==> config.mk <==
export PLATFORM = sky130hd
export DESIGN_NAME = multiplier_scheduler
export DESIGN_NICKNAME = d
export VERILOG_FILES = /design/src/rtl/mult_sched_pkg.sv /design/src/rtl/rr_arbiter.sv /design/src/rtl/multiplier_scheduler.sv
export SDC_FILE = /design/constraint.sdc
export NUM_CORES = 1
export LEC_CHECK = 0
export CORE_AREA = 2 2 183 185
export CTS_CLUSTER_DIAMETER = 50
export DETAILED_ROUTE_END_ITERATION = 7
export DIE_AREA = 0 0 185 187
export GPL_ROUTABILITY_DRIVEN = 0
export MAX_ROUTING_LAYER = met4
export PLACE_DENSITY_LB_ADDON = 0.15
export SYNTH_ARGS = -nofsm -noshare
export SYNTH_HDL_FRONTEND = slang
export SYNTH_SLANG_ARGS = --single-unit
==> constraint.sdc <==
create_clock -name clk -period 3.84 [get_ports clk]
set_clock_uncertainty 0.1 [all_clocks]
set_input_delay 0.768 -clock clk [delete_from_list [all_inputs] [get_ports clk]]
set_output_delay 0.768 -clock clk [all_outputs]
set_load 0.005 [all_outputs]
==> src/rtl/mult_sched_pkg.sv <==
`default_nettype none
// ============================================================================
// Module   : mult_sched_pkg
// Brief    : Shared state encoding and default sizing for multiplier_scheduler.
// Revision : 1.0 - initial release
// ============================================================================
package mult_sched_pkg;

    localparam int c_DEFAULT_N       = 32;
    localparam int c_DEFAULT_NREQ    = 4;
    localparam int c_DEFAULT_TIMEOUT = 64;

    typedef enum logic [1:0] {
        IDLE    = 2'd0,
        ISSUE   = 2'd1,
        BUSY    = 2'd2,
        RESPOND = 2'd3
    } state_t;

endpackage
`default_nettype wire

==> src/rtl/rr_arbiter.sv <==
`default_nettype none
// ============================================================================
// Module   : rr_arbiter
// Brief    : Combinational round-robin arbiter; one-hot grant searching upward
//            from the pointer and wrapping at NREQ.
// Revision : 1.0 - initial release
// ============================================================================
module rr_arbiter #(
    parameter int NREQ = 4
) (
    input  logic [NREQ-1:0]         i_req,
    input  logic [$clog2(NREQ)-1:0] i_ptr,
    output logic [NREQ-1:0]         o_grant
);

    localparam int IDW = $clog2(NREQ);

    logic [IDW-1:0] w_idx;
    logic           w_found;

    // NREQ is a power of two, so the IDW-bit sum wraps naturally.
    always_comb begin
        o_grant = '0;
        w_found = 1'b0;
        w_idx   = '0;
        for (int k = 0; k < NREQ; k++) begin
            w_idx = i_ptr + IDW'(k);
            if (!w_found && i_req[w_idx]) begin
                o_grant[w_idx] = 1'b1;
                w_found        = 1'b1;
            end
        end
    end

endmodule
`default_nettype wire

==> src/rtl/multiplier_scheduler.sv <==
`default_nettype none
// ============================================================================
// Module   : multiplier_scheduler
// Brief    : Arbitrates NREQ requesters onto one shared sequential multiplier,
//            with a BUSY watchdog and a single registered response channel.
// Revision : 1.0 - initial release
// ============================================================================
module multiplier_scheduler
    import mult_sched_pkg::*;
#(
    parameter int N       = c_DEFAULT_N,
    parameter int NREQ    = c_DEFAULT_NREQ,
    parameter int TIMEOUT = c_DEFAULT_TIMEOUT
) (
    input  logic                    clk,
    input  logic                    reset,
    input  logic [NREQ-1:0]         req_valid,
    output logic [NREQ-1:0]         req_ready,
    input  logic [NREQ*N-1:0]       req_a,
    input  logic [NREQ*N-1:0]       req_b,
    output logic [N-1:0]            mult_a,
    output logic [N-1:0]            mult_b,
    output logic                    mult_start,
    input  logic                    mult_done,
    input  logic [2*N-1:0]          mult_product,
    output logic                    rsp_valid,
    input  logic                    rsp_ready,
    output logic [$clog2(NREQ)-1:0] rsp_id,
    output logic [2*N-1:0]          rsp_product,
    output logic                    rsp_error
);

    localparam int IDW = $clog2(NREQ);
    localparam int CW  = $clog2(TIMEOUT + 1);

    state_t         r_state_q,       w_state_d;
    logic [IDW-1:0] r_ptr_q,         w_ptr_d;
    logic [CW-1:0]  r_wdog_q,        w_wdog_d;
    logic [N-1:0]   r_mult_a_q,      w_mult_a_d;
    logic [N-1:0]   r_mult_b_q,      w_mult_b_d;
    logic [IDW-1:0] r_rsp_id_q,      w_rsp_id_d;
    logic [2*N-1:0] r_rsp_product_q, w_rsp_product_d;
    logic           r_rsp_error_q,   w_rsp_error_d;

    logic [NREQ-1:0] w_grant;
    logic [IDW-1:0]  w_grant_idx;
    logic [N-1:0]    w_sel_a;
    logic [N-1:0]    w_sel_b;

    rr_arbiter #(
        .NREQ (NREQ)
    ) u_rr_arbiter (
        .i_req   (req_valid),
        .i_ptr   (r_ptr_q),
        .o_grant (w_grant)
    );

    // Grant is one-hot, so at most one slice is selected.
    always_comb begin
        w_grant_idx = '0;
        w_sel_a     = '0;
        w_sel_b     = '0;
        for (int i = 0; i < NREQ; i++) begin
            if (w_grant[i]) begin
                w_grant_idx = IDW'(i);
                w_sel_a     = req_a[i*N +: N];
                w_sel_b     = req_b[i*N +: N];
            end
        end
    end

    assign req_ready   = (r_state_q == IDLE && !reset) ? w_grant : '0;
    assign mult_start  = (r_state_q == ISSUE);
    assign rsp_valid   = (r_state_q == RESPOND);
    assign mult_a      = r_mult_a_q;
    assign mult_b      = r_mult_b_q;
    assign rsp_id      = r_rsp_id_q;
    assign rsp_product = r_rsp_product_q;
    assign rsp_error   = r_rsp_error_q;

    always_comb begin
        w_state_d       = r_state_q;
        w_ptr_d         = r_ptr_q;
        w_wdog_d        = r_wdog_q;
        w_mult_a_d      = r_mult_a_q;
        w_mult_b_d      = r_mult_b_q;
        w_rsp_id_d      = r_rsp_id_q;
        w_rsp_product_d = r_rsp_product_q;
        w_rsp_error_d   = r_rsp_error_q;
        case (r_state_q)
            IDLE: begin
                if (|(req_valid & req_ready)) begin
                    w_mult_a_d = w_sel_a;
                    w_mult_b_d = w_sel_b;
                    w_rsp_id_d = w_grant_idx;
                    w_state_d  = ISSUE;
                end
            end
            ISSUE: begin
                w_wdog_d  = '0;
                w_state_d = BUSY;
            end
            BUSY: begin
                // A completion on the expiry cycle still delivers the product.
                if (mult_done) begin
                    w_rsp_product_d = mult_product;
                    w_rsp_error_d   = 1'b0;
                    w_state_d       = RESPOND;
                end else if (r_wdog_q == CW'(TIMEOUT - 1)) begin
                    w_rsp_product_d = '0;
                    w_rsp_error_d   = 1'b1;
                    w_state_d       = RESPOND;
                end else begin
                    w_wdog_d = r_wdog_q + CW'(1);
                end
            end
            RESPOND: begin
                if (rsp_ready) begin
                    w_ptr_d   = r_rsp_id_q + IDW'(1);
                    w_state_d = IDLE;
                end
            end
            default: w_state_d = IDLE;
        endcase
    end

    always_ff @(posedge clk) begin
        if (reset) begin
            r_state_q       <= IDLE;
            r_ptr_q         <= '0;
            r_wdog_q        <= '0;
            r_mult_a_q      <= '0;
            r_mult_b_q      <= '0;
            r_rsp_id_q      <= '0;
            r_rsp_product_q <= '0;
            r_rsp_error_q   <= 1'b0;
        end else begin
            r_state_q       <= w_state_d;
            r_ptr_q         <= w_ptr_d;
            r_wdog_q        <= w_wdog_d;
            r_mult_a_q      <= w_mult_a_d;
            r_mult_b_q      <= w_mult_b_d;
            r_rsp_id_q      <= w_rsp_id_d;
            r_rsp_product_q <= w_rsp_product_d;
            r_rsp_error_q   <= w_rsp_error_d;
        end
    end

endmodule
`default_nettype wire

==> run metrics <==
placed cell count ~1900; R2R depth 10; hold depth 2; Post-Syn Area per Cell 8.245 um2; worst slew pin tran 0.8389 ns; Final nets 1776; # setup viols final 0; grt ovf 0; # hold bufs at CTS 0; non-filler cells, final 1901; Most used DFF post-synth dfxtp_1; top-area cell type share of the netlist area 34.30%; peak supply drop 0.0003169 V; most common cell after layout, fill and taps aside clkdlybuf4s50_1; most frequent cells in the layout 455 x clkdlybuf4s50_1, 143 x nor2_1, 142 x dfxtp_1, 70 x inv_1; port bufs 464; CP Depth 8; CP max stage delay around 0.52 ns; Syn Nets approximately 1300; Synth async-reset ratio 0%; Die Wd 185 um; setup TNS 0 ns; biggest area consumer among synthesized cells dfxtp_1; Worst Path Class, Setup register to output port; EDFF count, synth 0; initial core utilization 25.22%; first-pass GRT wire length 56390 um; max_slew headroom between 40% and 50%; CP max stage cell mux4_2; startpoint class of the critical path register; cells along the critical path inv_2 -> ha_4 -> mux4_2 -> nor2b_1 -> a22o_2 -> or3_4 -> nor2b_1 -> dlygate4sd2_1; Lkg Pwr between 5 and 6 nW; RSZ-0062 raised after global routing false; fmax 0.2689 GHz; Die Area 34600 um2; kind of end point of the critical path output port; sequential area share after synthesis 34.30%; Die Ht 187 um; Fin. Hold Viols 0; number of buffers created by CTS 17; mapped cell area 8287 um2; DP HPWL 26350 um; initial antenna violation count 4; initial DRC count 536; final WL around 37000 um; crit-path most repeated cell nor2b_1; io pins 465; Synth-to-Final Area Change 72.25%; WL/cell approximately 20 um; DP Worst Slack -0.4402 ns; synth top area cells dfxtp_1 34%, nor2_1 6.6%, o31ai_1 6.2%; root buf cell clkbuf_16; Final period util between 90% and 100%; max-slew violations 0; status finished clean; Period minus WS final 3.719 ns; crit path DAT 2.85 ns; maximum clock insertion buffer count 2; Gate Count Post-Synth 1005; number of global-route vias before repair between 9000 and 10000; final worst slack between 0.1 and 0.15 ns; Crit path max-delay family simple AND/OR/NAND/NOR gates; Distinct cells, synth 48; Max Fanout on Critical Path 5; Routed Antenna Nets 0; Synthesis Warnings 0; via count 9293; PwrDens 494.6 nW/um2; tightest hold margin 0.3706 ns; vias per inst 4.888; max-cap violation count 0; 1st-pass router iterations 5; # rows 67; H-Tree Level Count 4; count of state elements after synthesis 142; largest net degree at the start of global routing 143; Skew-Pair Late Insertion Delay 0.43 ns; DRC 0; core footprint 32860 um2; fraction of layout cells with a size suffix above 1 10.28%; Total Power 7.060 mW; worst path buffer plus inverter count 2; gr usage total 21.80%; CTS tree yes; CP required 2.97 ns; CTS clk-pin slew, worst paths 0.07 ns; Hold WC Path Type register to register; clk sinks ~140
## cells in the mapped netlist (2+ instances only)
master and count:
nor2_1 145, dfxtp_1 142, clkbuf_1 79, inv_1 71, a21oi_1 68, o31ai_1 68, nor2b_1 66, a22oi_1 64
o21a_1 64, o311ai_1 42, a211oi_2 40, a211oi_1 26, o311ai_0 22, buf_2 12, ha_1 12, buf_1 9
nand2_1 7, nand2b_1 6, nor3_1 5, a22o_1 4, buf_6 4, nor3b_1 4, xor2_1 4, a21boi_1 3
buf_4 3, mux4_2 3, nor4b_1 3, a2111o_1 2, a21o_1 2, a311oi_1 2, and2_1 2, nand3_1 2
nand4_1 2, nor3_2 2, o21ai_0 2
## cell families (layout without fill, tap and decap cells)
logic type,after synthesis,in the layout,synth area share [%]
AO/OA/AOI/OAI,413,413,39.05
AND/OR/NAND/NOR,252,252,14.75
buffers and inverters,178,622,8.742
flip-flops,142,142,34.30
adder cells (fa/ha/maj),12,12,1.812
XOR/XNOR,5,5,0.5284
multiplexers,3,3,0.8153
other,0,4,0
## worst min-delay path, cell delays in order, from the launching register on
cell,delay [ns]
dfxtp_1,0.33
nand2b_1,0.07
a21oi_1,0.04
## registers in the layout (all words and copies together), names as in the netlist
signal / count
r_state_q: 2
rsp_id: 2
rsp_error: 1
mult_b: 32
mult_a: 32
r_ptr_q: 2
r_wdog_q: 7
rsp_product: 64
## what timing repair did
item	in CTS	in global routing
resized for setup	12	5
buffers inserted	2	3
pin swaps	4	2
endpoints found under the setup margin	4	4
## final timing paths
| path | from | to | slack, ns |
|---|---|---|---|
| setup / recovery | r_ptr_q[0] | req_ready[1] | 0.12 |
| hold reg to reg | r_wdog_q[6] | r_wdog_q[6] | 0.37 |
| hold / removal | r_wdog_q[6] | r_wdog_q[6] | 0.37 |
| setup reg to reg | r_ptr_q[0] | mult_a[30] | 0.32 |
## final cells by class
cell class	instances	area, um2
Inverter	71	266.5
Clock buffer	19	442.9
Timing Repair Buffer	519	5185
Tap cell	448	560.5
Antenna cell	4	10.01
Sequential cell	142	2843
Multi-Input combinational cell	685	4813
Fill cell	3259	18590
Clock inverter	13	152.6
## through the flow
step	utilization, %	area, um2
finish	43.44	14270
global route	43.44	14270
CTS	43.29	14220
detailed placement	41.35	13590
global placement	41.35	13590
floorplan	-	8287
## power by group
| part | switching, mW | internal (mW) |
|---|---|---|
| sequential | 0.203 | 1.82 |
| combinational | 1.59 | 1.72 |
| clock | 0.751 | 0.991 |
## routing by layer
layer | global-route usage [%] | vias to the layer above | wire (um) | part of all wire, %
met1 | 26.30 | 4434 | 15870 | 43
met2 | 35.93 | 265 | 18390 | 50
met3 | 4.634 | 37 | 2039 | 5.5
met5 | - | - | 0 | 0
met4 | 7.357 | 0 | 794 | 2.1
li1 | - | 4557 | - | -
Power figures use the tool's default switching activity.
